## config.mk

```make
export PLATFORM = sky130hd
export DESIGN_NAME = pc_sequencer_flat
export DESIGN_NICKNAME = d
export VERILOG_FILES = /design/src/rtl/pc_sequencer_if.sv /design/src/rtl/pc_sequencer.sv /design/src/flat_wrapper.sv
export SDC_FILE = /design/constraint.sdc
export NUM_CORES = 1
export LEC_CHECK = 0
export BUFFER_PORTS_ARGS = -buffer_cell sky130_fd_sc_hd__buf_2
export CELL_PAD_IN_SITES_DETAIL_PLACEMENT = 2
export CELL_PAD_IN_SITES_GLOBAL_PLACEMENT = 2
export CORE_ASPECT_RATIO = 0.5
export CORE_UTILIZATION = 30
export CTS_CLUSTER_DIAMETER = 60
export CTS_CLUSTER_SIZE = 10
export DETAILED_ROUTE_END_ITERATION = 7
export GPL_ROUTABILITY_DRIVEN = 0
export PLACE_DENSITY = 0.77
export SETUP_SLACK_MARGIN = 0.15
export SLEW_MARGIN = 20
export SYNTH_ARGS = -nofsm -noshare
export SYNTH_HDL_FRONTEND = slang
export SYNTH_SLANG_ARGS = --single-unit
```

## constraint.sdc

```tcl
create_clock -name clk -period 5.7 [get_ports clk]
set_clock_uncertainty 0.05 [all_clocks]
set_input_delay 0.57 -clock clk [delete_from_list [all_inputs] [get_ports clk]]
set_output_delay 0.57 -clock clk [all_outputs]
set_load 0.05 [all_outputs]
```

## src/rtl/pc_sequencer_if.sv

```systemverilog
// Handshake and control bundle between pc_sequencer (master) and its datapath/memories (slave).
// SINGLE_STEP_EN adds the step input.
interface pc_sequencer_if #(
    parameter int CNT_W = 16
);
    logic             run;
    logic             imem_ready;
    logic             dmem_ready;
    logic [2:0]       op_class;
    logic             cond_true;
`ifdef SINGLE_STEP_EN
    logic             step;
`endif
    logic             imem_rd;
    logic             ir_load;
    logic             dmem_rd;
    logic             dmem_wr;
    logic             rf_we;
    logic [1:0]       pc_en;
    logic             halted;
    logic             fault;
    logic [2:0]       state;
    logic [CNT_W-1:0] instr_count;

    modport master (
`ifdef SINGLE_STEP_EN
        input  step,
`endif
        input  run, imem_ready, dmem_ready, op_class, cond_true,
        output imem_rd, ir_load, dmem_rd, dmem_wr, rf_we, pc_en,
        output halted, fault, state, instr_count
    );

    modport slave (
`ifdef SINGLE_STEP_EN
        output step,
`endif
        output run, imem_ready, dmem_ready, op_class, cond_true,
        input  imem_rd, ir_load, dmem_rd, dmem_wr, rf_we, pc_en,
        input  halted, fault, state, instr_count
    );
endinterface

```

## src/rtl/pc_sequencer.sv

```systemverilog
// Multi-cycle fetch/decode/execute control FSM with memory-ready timeouts and a saturating
// retired-instruction counter. Optional SINGLE_STEP_EN adds step-by-step execution.
module pc_sequencer #(
    parameter int CNT_W    = 16,
    parameter int MAX_WAIT = 15
) (
    input  logic           clk,
    input  logic           reset,
    pc_sequencer_if.master bus
);
    typedef enum logic [2:0] {
        S_IDLE   = 3'd0,
        S_FETCH  = 3'd1,
        S_DECODE = 3'd2,
        S_EXEC   = 3'd3,
        S_MEM    = 3'd4,
        S_WB     = 3'd5,
        S_HALT   = 3'd6,
        S_FAULT  = 3'd7
    } state_e;

    localparam logic [1:0] PC_HOLD = 2'b00;
    localparam logic [1:0] PC_INC  = 2'b01;
    localparam logic [1:0] PC_LOAD = 2'b10;
    localparam logic [1:0] PC_ADD  = 2'b11;

    localparam logic [2:0] OP_ALU    = 3'b000;
    localparam logic [2:0] OP_LOAD   = 3'b001;
    localparam logic [2:0] OP_STORE  = 3'b010;
    localparam logic [2:0] OP_JUMP   = 3'b011;
    localparam logic [2:0] OP_BRANCH = 3'b100;
    localparam logic [2:0] OP_HALT   = 3'b101;

    // The stall that would bring the count up to MAX_WAIT is the one that faults.
    localparam logic [7:0] WAIT_LAST = 8'(MAX_WAIT - 1);

    state_e           state_q, state_d;
    logic [2:0]       opc_q, opc_d;
    logic [7:0]       wait_q, wait_d;
    logic [CNT_W-1:0] cnt_q, cnt_d;

    logic       imem_rd, ir_load, dmem_rd, dmem_wr, rf_we;
    logic [1:0] pc_en;
    logic       retire;
    logic       start;

`ifdef SINGLE_STEP_EN
    assign start = bus.run | bus.step;
`else
    assign start = bus.run;
`endif

    always_comb begin
        // NOTE: every signal written here gets a default first, so no latch is inferred.
        state_d = state_q;
        opc_d   = opc_q;
        wait_d  = wait_q;
        imem_rd = 1'b0;
        ir_load = 1'b0;
        dmem_rd = 1'b0;
        dmem_wr = 1'b0;
        rf_we   = 1'b0;
        pc_en   = PC_HOLD;

        unique case (state_q)
            S_IDLE: if (start) state_d = S_FETCH;
            S_FETCH: begin
                imem_rd = 1'b1;
                if (bus.imem_ready) begin
                    ir_load = 1'b1;
                    state_d = S_DECODE;
                end else if (wait_q == WAIT_LAST) begin
                    state_d = S_FAULT;
                end else begin
                    wait_d = wait_q + 8'd1;
                end
            end
            S_DECODE: begin
                opc_d   = bus.op_class;
                state_d = S_EXEC;
            end
            S_EXEC: begin
                unique case (opc_q)
                    OP_ALU:            state_d = S_WB;
                    OP_LOAD, OP_STORE: state_d = S_MEM;
                    OP_JUMP: begin
                        pc_en   = PC_LOAD;
                        state_d = S_FETCH;
                    end
                    OP_BRANCH: begin
                        pc_en   = bus.cond_true ? PC_ADD : PC_INC;
                        state_d = S_FETCH;
                    end
                    OP_HALT:           state_d = S_HALT;
                    default:           state_d = S_FAULT;
                endcase
            end
            S_MEM: begin
                dmem_rd = (opc_q == OP_LOAD);
                dmem_wr = (opc_q != OP_LOAD);
                if (bus.dmem_ready) begin
                    if (opc_q == OP_LOAD) begin
                        state_d = S_WB;
                    end else begin
                        pc_en   = PC_INC;
                        state_d = S_FETCH;
                    end
                end else if (wait_q == WAIT_LAST) begin
                    state_d = S_FAULT;
                end else begin
                    wait_d = wait_q + 8'd1;
                end
            end
            S_WB: begin
                rf_we   = 1'b1;
                pc_en   = PC_INC;
                state_d = S_FETCH;
            end
            S_HALT: begin
                if (start) begin
                    pc_en   = PC_INC;
                    state_d = S_FETCH;
                end
            end
            S_FAULT: ;
        endcase

`ifdef SINGLE_STEP_EN
        // A nonzero pc_en on the way to FETCH marks a retirement; without run, park in IDLE.
        if (state_d == S_FETCH && pc_en != PC_HOLD && !bus.run) state_d = S_IDLE;
`endif

        if (state_d != state_q) wait_d = '0;

        retire = (pc_en != PC_HOLD) || (state_q == S_EXEC && opc_q == OP_HALT);
        cnt_d  = (retire && !(&cnt_q)) ? cnt_q + CNT_W'(1) : cnt_q;

        if (reset) begin
            imem_rd = 1'b0;
            ir_load = 1'b0;
            dmem_rd = 1'b0;
            dmem_wr = 1'b0;
            rf_we   = 1'b0;
            pc_en   = PC_HOLD;
        end
    end

    always_ff @(posedge clk) begin
        // NOTE: non-blocking assignments so every flop updates from pre-edge values.
        if (reset) begin
            state_q <= S_IDLE;
            opc_q   <= '0;
            wait_q  <= '0;
            cnt_q   <= '0;
        end else begin
            state_q <= state_d;
            opc_q   <= opc_d;
            wait_q  <= wait_d;
            cnt_q   <= cnt_d;
        end
    end

    assign bus.imem_rd     = imem_rd;
    assign bus.ir_load     = ir_load;
    assign bus.dmem_rd     = dmem_rd;
    assign bus.dmem_wr     = dmem_wr;
    assign bus.rf_we       = rf_we;
    assign bus.pc_en       = pc_en;
    assign bus.halted      = (state_q == S_HALT);
    assign bus.fault       = (state_q == S_FAULT);
    assign bus.state       = state_q;
    assign bus.instr_count = cnt_q;
endmodule

```

## src/flat_wrapper.sv

```systemverilog
// flat-port wrapper written by rule: the top's interface ports become plain ports
module pc_sequencer_flat 
#(
    parameter int CNT_W    = 16,
    parameter int MAX_WAIT = 15
)
  (clk, reset, bus_run, bus_imem_ready, bus_dmem_ready, bus_op_class, bus_cond_true, bus_imem_rd, bus_ir_load, bus_dmem_rd, bus_dmem_wr, bus_rf_we, bus_pc_en, bus_halted, bus_fault, bus_state, bus_instr_count);
  pc_sequencer_if #(.CNT_W(CNT_W)) bus_i ();
  input  logic clk;
  input  logic reset;
  input wire logic [$bits(bus_i.run)-1:0] bus_run;
  input wire logic [$bits(bus_i.imem_ready)-1:0] bus_imem_ready;
  input wire logic [$bits(bus_i.dmem_ready)-1:0] bus_dmem_ready;
  input wire logic [$bits(bus_i.op_class)-1:0] bus_op_class;
  input wire logic [$bits(bus_i.cond_true)-1:0] bus_cond_true;
  output wire logic [$bits(bus_i.imem_rd)-1:0] bus_imem_rd;
  output wire logic [$bits(bus_i.ir_load)-1:0] bus_ir_load;
  output wire logic [$bits(bus_i.dmem_rd)-1:0] bus_dmem_rd;
  output wire logic [$bits(bus_i.dmem_wr)-1:0] bus_dmem_wr;
  output wire logic [$bits(bus_i.rf_we)-1:0] bus_rf_we;
  output wire logic [$bits(bus_i.pc_en)-1:0] bus_pc_en;
  output wire logic [$bits(bus_i.halted)-1:0] bus_halted;
  output wire logic [$bits(bus_i.fault)-1:0] bus_fault;
  output wire logic [$bits(bus_i.state)-1:0] bus_state;
  output wire logic [$bits(bus_i.instr_count)-1:0] bus_instr_count;
  assign bus_i.run = bus_run;
  assign bus_i.imem_ready = bus_imem_ready;
  assign bus_i.dmem_ready = bus_dmem_ready;
  assign bus_i.op_class = bus_op_class;
  assign bus_i.cond_true = bus_cond_true;
  assign bus_imem_rd = bus_i.imem_rd;
  assign bus_ir_load = bus_i.ir_load;
  assign bus_dmem_rd = bus_i.dmem_rd;
  assign bus_dmem_wr = bus_i.dmem_wr;
  assign bus_rf_we = bus_i.rf_we;
  assign bus_pc_en = bus_i.pc_en;
  assign bus_halted = bus_i.halted;
  assign bus_fault = bus_i.fault;
  assign bus_state = bus_i.state;
  assign bus_instr_count = bus_i.instr_count;
  pc_sequencer #(.CNT_W(CNT_W), .MAX_WAIT(MAX_WAIT)) u_core (.clk(clk), .reset(reset), .bus(bus_i));
endmodule
```

# After elaboration in Yosys (flattened, before gate mapping)
# Index checks and enable logic that the tools add are counted.
# totals
romBits,0
out_inout_bits,28
latchBits,0
mem_bits_rw,0
regBits,30
n_memories,0
# op_classes
bitwise,0
n_mux,29
order_cmp,0
mul,0
div_mod_pow,0
shifts,0
eq_ne,17
n_reduce_logical,14
addsub,2
# op_table
cell,count
two-way mux 8 bit,3
"== test 3 bit, second input constant",6
case mux 3 bit (6 select lines),1
"adder 16 x 1 -> 16 bit, second input constant",1
case mux 8 bit (2 select lines),1
AND reduction 16 bit,1
two-way mux 3 bit,5
two-way mux 1 bit,13
"== test 3 x 2 -> 1 bit, second input constant",4
case mux 3 bit (4 select lines),1
"adder 8 x 1 -> 8 bit, second input constant",1
"== test 8 x 4 -> 1 bit, second input constant",1
case mux 2 bit (4 select lines),1
OR reduction 2 bit,4
"== test 3 x 1 -> 1 bit, second input constant",2
zero test 3 bit,2
two-way mux 2 bit,3
"!= test 2 bit, second input constant",2
case mux 2 bit (2 select lines),1
nonzero test 2 bit,2
"!= test 3 x 1 -> 1 bit, second input constant",1
!= test 3 bit,1
AND reduction 3 bit,1
logical AND 1 bit,2
other kinds (2),2

# Depth between registers and ports, before layout
# Gate-level depths: netlist of run 1.
# depth
word_depth,7
mapped_depth,8
depth_no_buf,7

# Least setup slack after synthesis of run 1
# No wires, ideal clock.
# synth_path
kind,flip-flop to output port
start,register u_core.state_q[2] (netlist: u_core.bus.state[2])
end,output port bus_dmem_wr
path_stages_with_launch,4
required_time_ns,5.080
slack_ns,2.506
arrival_ns,2.574
path_cell_list,dfxtp_1 -> buf_6 -> nand2b_1 -> nor4b_1
# synth_via
elab_chain_len,3
# synth_rtl
item,line_no,source
start: declaration,pc_sequencer.sv:37,"state_e state_q, state_d;"
start signal: assignment,pc_sequencer.sv:156,state_q <= state_d;
== test 3 bit,pc_sequencer.sv:65,unique case (state_q)
two-way mux 1 bit,pc_sequencer.sv:65,
two-way mux 1 bit,pc_sequencer.sv:138,if (reset) begin
end: declaration,flat_wrapper.sv:19,output wire logic [$bits(bus_i.dmem_wr)-1:0] bus_dmem_wr;
# Every way passes these cells.

# Worst setup path in the final report of run 1
# layout_path
start,register u_core.state_q[1] (netlist: u_core.bus.state[1])
end,output port bus_pc_en[0]
# layout_via
elab_chain_len,3
# layout_rtl
item,line_no,source
== test 3 bit / == test 3 x 2 -> 1 bit (equally long branches),pc_sequencer.sv:65,
case mux 2 bit (4 select lines) *,pc_sequencer.sv:65,
two-way mux 2 bit *,pc_sequencer.sv:138,
end: declaration,flat_wrapper.sv:21,output wire logic [$bits(bus_i.pc_en)-1:0] bus_pc_en;
# Mark *: on every way between the ends. The rest lies on a longest branch, timed or not.

==> results of run 1 <==
[sequential cells by signal, summed over array words and instances (netlist names)]
signal / count
u_core.bus.instr_count: 16
u_core.wait_q: 8
u_core.bus.state: 3
u_core.opc_q: 3
[power breakdown]
group | internal [W] | switching [W] | leakage (nW) | total (W)
clock network | 0.000197 | 0.0000973 | 0.0832 | 0.000295
registers | 0.000213 | 0.00000936 | 0.242 | 0.000223
logic | 0.0000209 | 0.0000406 | 0.533 | 0.0000615
[cells in the mapped netlist (all sizes together), types with 6 or more instances]
cell	n
dfxtp	30
a21oi	18
nand3	13
nand2	11
nor2	11
nor3	11
inv	8
or4	8
buf	7
nand4	7
o31ai	7
nor4	6
o21ai	6
[layer usage]
layer	wire length (µm)	part of all wire (%)	GRT usage, %	vias to the layer above
li1	-	-	-	930
met1	2680	46	21.4	921
met2	2910	50	34.3	15
met3	166	2.9	5.44	5
met4	53	0.91	5.57	0
met5	0	0	0	-
[layout make-up]
class	count	area, µm²	area share, %
timing repair buffer	36	180	7.89
sequential	30	601	26.3
inverter	8	30.0	1.32
clock buffer	8	166	7.29
multi-input combinational	177	1190	52.4
tap	88	110	4.82
[cell usage in the layout (no fill, tap or decap), types with 4 or more instances in the layout]
cell type	n
buf_2	36
dfxtp_1	30
a21oi_1	17
nand3_1	13
nor3_1	11
nor2_1	11
nand2_1	10
inv_1	8
or4_1	8
nand4_1	7
o31ai_1	7
and3_1	5
nor4_1	5
xor2_1	5
clkbuf_16	5
o21ai_1	4
nor2b_1	4
or3_1	4
[per-stage QoR]
step | cell area, µm² | std cells
after floorplan | 1890 | 227
after global placement | 2110 | 339
after detailed placement | 2110 | 339
after CTS | 2270 | 347
after global routing | 2280 | 347
final | 2280 | 347
[worst max-delay path by stage]
stage | to | slack (ns) | cells past startpoint
floorplan | bus_dmem_wr | 2.51 | 3
global placement | u_core.bus.instr_count[11]$_SDFFE_PP0P_ | 3.19 | 5
detailed placement | u_core.bus.instr_count[6]$_SDFFE_PP0P_ | 2.98 | 5
CTS | u_core.bus.instr_count[11]$_SDFFE_PP0P_ | 2.95 | 5
global route | u_core.bus.instr_count[6]$_SDFFE_PP0P_ | 2.89 | 5
finish | bus_pc_en[0] | 3.09 | 5
[logic make-up (layout without fill, tap and decap cells)]
logic type,Yosys count,in the layout,synth area share (%)
AND/OR/NAND/NOR,108,108,34.8
AO/OA/AOI/OAI,55,55,20.4
flip-flops,30,30,31.8
buffers and inverters,20,52,5.49
XOR/XNOR,6,6,2.78
multiplexers,5,5,2.78
adder cells (fa/ha/maj),3,3,1.99
[worst max-delay path, delay by kind of cell (launching register included)]
kind / cells / cell delay (ns)
AND/OR/NAND/NOR: 2 / 0.52
buffers and inverters: 1 / 0.28
AO/OA/AOI/OAI: 2 / 0.21
flip-flops: 1 / 0.69
==> flow_summary.json, run 1 <==
{
  "outcome": "finished clean",
  "required_ns": 5.08,
  "cts_made_buffers": 5,
  "grt_start_max_net_pins": 29,
  "die-area_um2": 6640,
  "cts-root-buf": "clkbuf_16",
  "grt_first_pass_wirelength_um": 9480,
  "via_per_inst": 5.39,
  "cts_setup_buffers": 0,
  "htree_levels": 2,
  "ctsResizeCount": 0,
  "die_h_um": 58.1,
  "route.detailed.drc": 0,
  "setup_violations": 0,
  "timing.rr.end": "u_core.bus.instr_count[11]$_SDFFE_PP0P_",
  "min_from": "u_core.bus.instr_count[7]$_SDFFE_PP0P_",
  "clock_path_buffers": 2,
  "fin_setup_tns_ns": 0,
  "nNetsFinal": 270,
  "ant_nets": 0,
  "cp-startpoint": "u_core.bus.state[1]$_SDFF_PP0_",
  "grt_pass1_vias": 1909,
  "worst_skew_pair.late_latency_ns": 0.28,
  "ys.flop_type": "dfxtp_1",
  "netlist_area_um2": 1890,
  "timing.rr.start": "u_core.bus.state[2]$_SDFF_PP0_",
  "yosysUniqueCellTypes": 60,
  "clkSlewWorstSetupHoldPaths_ns": 0.05,
  "hold_ws_ns": 0.480,
  "num_rows": 20,
  "worstSetupPathType": "register to output port",
  "ir_drop_mv": 0.0906,
  "initial_core_util_pct": 31.1,
  "grt_usage_pct": 18.7,
  "cp_max_fo": 19,
  "drt-total-wl_um": 5810,
  "wl_per_cell_um": 16.7,
  "final-max-slew-violation-count": 0,
  "hold_depth": 2,
  "power_density_nw_per_um2": 254,
  "synth.avg_cell_area_um2": 8.33,
  "start_kind": "register",
  "worst_pin_slew_ns": 0.807,
  "maxCapViolCount": 0,
  "grt-ovfl-total": 0,
  "fin_crit_sh_pct": 45.7,
  "cp.arrival_ns": 1.99,
  "grt_antenna_before_repair": 0,
  "crit_chain": "and3b_1, o21ai_1, and2_1, a21oi_1, buf_2",
  "first_iter_violations": 74,
  "yosysTopAreaCell": "dfxtp_1",
  "fillerInstances": 710,
  "firstDrtPassIters": 4,
  "p_leak_nw": 0.858,
  "yosysTopAreaCellShare_pct": 31.8,
  "cts_tree": "built",
  "syn_inst": 227,
  "setup_slack_ns": 3.09,
  "hold_class": "register to register",
  "fmax_mhz": 384,
  "dp.final_hpwl_um": 4140,
  "diodes": 0,
  "hold_end": "u_core.bus.instr_count[7]$_SDFFE_PP0P_",
  "placeableCoreArea_um2": 6080,
  "fin_util_pct": 37.5,
  "synth-seq-cells": 30,
  "relSlewSlack_pct": 45.8,
  "io_pins": 37,
  "reg2reg_depth": 5,
  "ys_top_cells_by_area": "dfxtp_1 (32%), a21oi_1 (4.5%), nand3_1 (3.4%)",
  "dr_total_vias": 1871,
  "min_period_ns": 2.61,
  "cp_slowest_cell": "dfxtp_1",
  "final_layout_size_suffix_gt1_share_pct": 20.1,
  "ys_seq_area_share_pct": 31.8,
  "clock_sinks": 30,
  "synth.net_count": 239,
  "rsz0062_at_grt": "false",
  "cp_slowest_stage_delay_ns": 0.69,
  "die_x_um": 114,
  "post-place-ws_ns": 2.98,
  "endpoint_kind": "output port",
  "async_flop_share_pct": 0,
  "r2r_slack_ns": 3.16,
  "ctsHoldBuffers": 0,
  "power_w": 0.000579,
  "synth-edff-count": 0,
  "finalHoldViolations": 0,
  "yosysWarnings": 0,
  "portBuffers": 36,
  "area_growth_pct": 20.7
}
Note: power is estimated with default switching activity, not from simulation.
==> run 2: changes to the inputs <==
==> constraint.sdc (replaced) <==
create_clock -name clk -period 2.5 [get_ports clk]
set_clock_uncertainty 0.05 [all_clocks]
set_input_delay 0.25 -clock clk [delete_from_list [all_inputs] [get_ports clk]]
set_output_delay 0.25 -clock clk [all_outputs]
set_load 0.05 [all_outputs]
==> run 2 against run 1 <==
Sequential share of layout area fell by 0.96 points. Worst hold slack got worse by 0.32 ns. Die area did not move. Critical path type is now register to register. Via count rose by 2.0%. Routed wire length fell by 2.9%. Register-to-register slack got worse by 2.8 ns. Highest routed layer unchanged. Utilization rose by 1.4 points. Non-clock buffer count rose by 9. Count of clock-buffer cells in the layout fell by 3. First-iteration DRC count fell by 2.7%. Critical path depth did not move. Largest power group unchanged.
==> flow_summary.json, run 2 (synthesis gave the netlist of run 1 again) <==
{
  "clkSlewWorstSetupHoldPaths_ns": 0.06,
  "rsz0062_at_grt": "false",
  "die-area_um2": 6640,
  "grt_usage_pct": 18.4,
  "placeableCoreArea_um2": 6080,
  "route.detailed.drc": 0,
  "fillerInstances": 717,
  "cts-root-buf": "clkbuf_16",
  "final_layout_size_suffix_gt1_share_pct": 24.6,
  "ctsResizeCount": 0,
  "fmax_mhz": 459,
  "io_pins": 37,
  "worstSetupPathType": "register to register",
  "start_kind": "register",
  "grt_antenna_before_repair": 0,
  "grt_first_pass_wirelength_um": 9460,
  "mostFrequentLayoutCell": "buf_2",
  "cts_made_buffers": 5,
  "cp.arrival_ns": 2.34,
  "required_ns": 2.66,
  "nNetsFinal": 279,
  "worst_skew_pair.late_latency_ns": 0.28,
  "final_cell_mix": "buf_2 (36), dfxtp_1 (30), a21oi_1 (17)",
  "die_x_um": 114,
  "portBuffers": 36,
  "die_h_um": 58.1,
  "ant_nets": 0,
  "fin_setup_tns_ns": 0,
  "htree_levels": 2,
  "relSlewSlack_pct": 61.5,
  "cp_slowest_stage_delay_ns": 0.51,
  "firstDrtPassIters": 4,
  "hold_class": "input pin to register",
  "endpoint_kind": "register",
  "setup_violations": 0,
  "finalHoldViolations": 0,
  "grt-ovfl-total": 0,
  "p_leak_nw": 0.882,
  "num_rows": 20,
  "clock_path_buffers": 2,
  "dr_total_vias": 1909,
  "diodes": 0,
  "outcome": "finished clean",
  "ctsHoldBuffers": 0,
  "maxCapViolCount": 0,
  "power_density_nw_per_um2": 580,
  "initial_core_util_pct": 31.1,
  "design_area_um2": 2370,
  "wl_per_cell_um": 15.8,
  "fin_crit_sh_pct": 87.2,
  "clock_sinks": 30,
  "crit_chain": "ha_1, nand3_1, or3_1, or4_1, a21oi_1",
  "cts_setup_buffers": 0,
  "cp_slowest_cell": "or3_1",
  "largest_reg_flops": 16,
  "dp.final_hpwl_um": 4120,
  "first_iter_violations": 72,
  "cts_tree": "built",
  "area_growth_pct": 25.3,
  "min_period_ns": 2.18,
  "final-max-slew-violation-count": 0,
  "grt_start_max_net_pins": 29,
  "post_dp_cell_area_um2": 2200,
  "drt-total-wl_um": 5640,
  "cp_max_fo": 7,
  "worst_pin_slew_ns": 0.575,
  "grt_pass1_vias": 1995,
  "ir_drop_mv": 0.157,
  "via_per_inst": 5.36
}
[run 2: cell types whose count changed in the layout (fill, tap and decap cells not counted), sizes merged]
cell      before  now
clkinvlp       0    2
clkbuf         8    5
bufinv         0    1
buf           36   45
[run 2: layer usage]
layer / vias to the layer above / GRT usage [%] / wire, µm
li1: 945 / - / -
met4: 0 / 5.19 / 46
met2: 15 / 32.5 / 2780
met1: 941 / 22.3 / 2680
met5: - / 0 / 0
met3: 8 / 4.92 / 137
[run 2: metrics by stage]
stage	power, W	hold WS (ns)	worst slack (ns)	cells	utilization (%)
after floorplan	0.000622	0.347	0.156	227	-
after global placement	0.000673	0.439	0.366	348	36.1
after detailed placement	0.000679	0.445	0.300	348	36.1
after CTS	0.00140	0.153	0.271	356	38.9
after global routing	0.00144	0.178	0.153	356	39.0
final	0.00137	0.158	0.321	356	39.0
[run 2: area by class of cell]
| cell class | instances | area, µm² | share of cell area [%] |
|---|---|---|---|
| inverter | 8 | 30.0 | 1.27 |
| timing repair buffer | 45 | 248 | 10.5 |
| clock buffer | 5 | 125 | 5.28 |
| tap | 88 | 110 | 4.65 |
| multi-input combinational | 177 | 1210 | 51.1 |
| sequential | 30 | 601 | 25.4 |
| clock inverter | 3 | 45.0 | 1.90 |
[run 2: worst max-delay path, delay by kind of cell (launching register included)]
family          cells  cell delay (ns)
simple gates        3             1.20
flops               1             0.41
fa+ha+maj           1             0.30
compound gates      1             0.14
[run 2: worst paths after layout]
path / start / to / slack, ns / depth (start not counted)
setup / recovery: u_core.bus.instr_count[0]$_SDFFE_PP0P_ / u_core.bus.instr_count[10]$_SDFFE_PP0P_ / 0.32 / 5
hold / removal: bus_op_class[2] / u_core.opc_q[2]$_SDFFE_PP0P_ / 0.16 / 3
hold reg to reg: u_core.bus.instr_count[12]$_SDFFE_PP0P_ / u_core.bus.instr_count[12]$_SDFFE_PP0P_ / 0.46 / 2
setup reg to reg: u_core.bus.instr_count[0]$_SDFFE_PP0P_ / u_core.bus.instr_count[10]$_SDFFE_PP0P_ / 0.32 / 5
[run 2: power breakdown]
| group | internal, W | switching, W |
|---|---|---|
| Clock | 0.000469 | 0.000237 |
| Sequential | 0.000486 | 0.0000124 |
| Combinational | 0.0000627 | 0.000106 |
==> run 3: changes to the inputs <==
--- a/config.mk
+++ b/config.mk
@@ -14,7 +14,7 @@
 export CTS_CLUSTER_SIZE = 10
 export DETAILED_ROUTE_END_ITERATION = 7
 export GPL_ROUTABILITY_DRIVEN = 0
-export PLACE_DENSITY = 0.77
+export PLACE_DENSITY_LB_ADDON = 0.08
 export SETUP_SLACK_MARGIN = 0.15
 export SLEW_MARGIN = 20
 export SYNTH_ARGS = -nofsm -noshare
==> constraint.sdc (replaced) <==
create_clock -name clk -period 2.4 [get_ports clk]
set_clock_uncertainty 0.05 [all_clocks]
set_input_delay 0.24 -clock clk [delete_from_list [all_inputs] [get_ports clk]]
set_output_delay 0.24 -clock clk [all_outputs]
set_load 0.05 [all_outputs]
==> run 3 against run 2 <==
Flip-flop and latch count unchanged. Sequential share of layout area fell by 0.083 points. Largest cell class unchanged. Power increased by 3.9%. Highest routed layer unchanged. Cell count grew 0.84%. Design area rose by 1.4%. Combinational power rose by 5%. Critical path depth did not move. Clock power rose by 3%. Register-to-register slack worse by 0.03 ns.
==> flow_summary.json, run 3 (synthesis gave the netlist of run 1 again) <==
{
  "drt-total-wl_um": 6140,
  "p_leak_nw": 0.908,
  "clock_sinks": 30,
  "setup_violations": 0,
  "p_int_w": 0.00106,
  "via_per_inst": 5.36,
  "route.detailed.drc": 0,
  "reg2reg_depth": 6,
  "worst_skew_pair.late_latency_ns": 0.28,
  "ctsHoldBuffers": 0,
  "final_cell_mix": "buf_2 (36), dfxtp_1 (25), a21oi_1 (16)",
  "cp_num_buf_inv": 1,
  "finalHoldViolations": 0,
  "rsz0062_at_grt": "true",
  "ir_drop_mv": 0.212,
  "portBuffers": 36,
  "required_ns": 2.11,
  "fin_setup_tns_ns": 0,
  "diodes": 0,
  "switching_share_pct": 26.0,
  "cts_tree": "built",
  "dr_total_vias": 1923,
  "grt_start_max_net_pins": 28,
  "die_h_um": 58.1,
  "min_period_ns": 2.12,
  "comb_power_share_pct": 12.4,
  "crit_chain": "or3b_1, nand4_1, and2_1, a21oi_2, buf_2",
  "cts_made_buffers": 5,
  "endpoint_kind": "output port",
  "fillerInstances": 688,
  "seqPwrFrac_pct": 36.7,
  "first_iter_violations": 61,
  "final_layout_size_suffix_gt1_share_pct": 28.0,
  "outcome": "finished clean",
  "cts-root-buf": "clkbuf_16",
  "cp-startpoint": "u_core.opc_q[0]$_SDFFE_PP0P_",
  "relSlewSlack_pct": 55.3,
  "dp.final_hpwl_um": 4430,
  "largest_reg_flops": 16,
  "crit_family": "simple AND/OR/NAND/NOR gates",
  "initial_core_util_pct": 31.1,
  "grt_antenna_before_repair": 0,
  "placeableCoreArea_um2": 6080,
  "area_growth_pct": 27.0,
  "worstSetupPathType": "register to output port",
  "r2r_slack_ns": 0.29,
  "grt-ovfl-total": 0,
  "final-max-slew-violation-count": 0,
  "grt_pass1_vias": 1997,
  "clkPwrFrac_pct": 50.8,
  "mostFrequentLayoutCell": "buf_2",
  "hold_ws_ns": 0.152,
  "firstDrtPassIters": 4,
  "cp_slowest_stage_delay_ns": 0.46,
  "fin_crit_sh_pct": 88.2,
  "cp_num_cells": 5,
  "clock_path_buffers": 2,
  "nNetsFinal": 282,
  "start_kind": "register",
  "cp_max_fo": 7,
  "io_pins": 37,
  "timing.rr.end": "u_core.wait_q[4]$_SDFFE_PP0P_",
  "die-area_um2": 6640,
  "cp.arrival_ns": 1.83,
  "clkSlewWorstSetupHoldPaths_ns": 0.05,
  "htree_levels": 2,
  "grt_usage_pct": 20.5,
  "fmax_mhz": 473,
  "timing.rr.start": "u_core.bus.state[0]$_SDFF_PP0_",
  "maxCapViolCount": 0,
  "power_density_nw_per_um2": 595,
  "ant_nets": 0,
  "cp_slowest_cell": "or3b_1",
  "critical_path.endpoint": "bus_pc_en[0]",
  "min_from": "bus_op_class[2]",
  "worst_pin_slew_ns": 0.668,
  "hold_class": "input pin to register",
  "die_x_um": 114,
  "wl_per_cell_um": 17.1,
  "num_rows": 20,
  "grt_first_pass_wirelength_um": 10300,
  "p_sw_w": 0.000371
}
run 3: cell types whose count changed in the layout (fill, tap and decap cells not counted), sizes merged:
cell      before  now
clkinv         0    2
buf           45   48
clkinvlp       2    0
run 3: metrics by stage:
stage / util (%) / cells / instance area, µm² / total power, W / setup WS (ns)
floorplan: - / 227 / 1930 / 0.000650 / 0.205
global placement: 36.6 / 350 / 2230 / 0.000699 / 0.218
detailed placement: 36.6 / 350 / 2230 / 0.000705 / 0.106
CTS: 39.4 / 359 / 2400 / 0.00145 / 0.194
global route: 39.5 / 359 / 2400 / 0.00148 / 0.139
finish: 39.5 / 359 / 2400 / 0.00143 / 0.284
run 3: repair_timing:
action	in CTS	in global routing
gates resized for setup	0	2
buffers inserted	1	0
pin swaps	1	0
setup endpoints to repair	7	14
run 3: routing by layer:
metal	wire [µm]	share of wire [%]	track usage [%]	vias up
li1	-	-	-	946
met1	2910	47	25.6	950
met2	3010	49	35.8	20
met3	167	2.7	5.02	7
met4	53	0.86	5.57	0
met5	0	0	0	-
run 3: power by group through the flow:
stage	logic [W]	clock network [W]	registers, W
global route	0.000193	0.000761	0.000527
detailed placement	0.000170	0	0.000535
CTS	0.000178	0.000746	0.000524
global placement	0.000165	0	0.000534
finish	0.000177	0.000726	0.000525
floorplan	0.000108	0	0.000541
run 3: final cells by class:
cell class	instances	area (µm²)	share of cell area (%)
flip-flops and latches	30	607	25.3
multi-input cells	177	1220	50.8
clock inverters	3	40.0	1.67
inverters	8	30.0	1.25
clock buffers	5	125	5.21
repair buffers	48	270	11.3
well taps	88	110	4.59
run 3: worst register-to-register path, cell delays in order, from the launching register on:
cell and delay, ns:
dfxtp_2 0.44, buf_4 0.21, or3b_4 0.42, a21oi_4 0.22
nand2_2 0.10, or3_1 0.37, a211oi_2 0.21
run 3: worst min path at each step:
| stage | to | slack [ns] | cells after the start |
|---|---|---|---|
| floorplan | u_core.opc_q[0]$_SDFFE_PP0P_ | 0.34 | 2 |
| global placement | u_core.opc_q[2]$_SDFFE_PP0P_ | 0.42 | 3 |
| detailed placement | u_core.opc_q[0]$_SDFFE_PP0P_ | 0.44 | 3 |
| CTS | u_core.opc_q[0]$_SDFFE_PP0P_ | 0.15 | 3 |
| global route | u_core.opc_q[0]$_SDFFE_PP0P_ | 0.18 | 3 |
| finish | u_core.opc_q[2]$_SDFFE_PP0P_ | 0.15 | 3 |
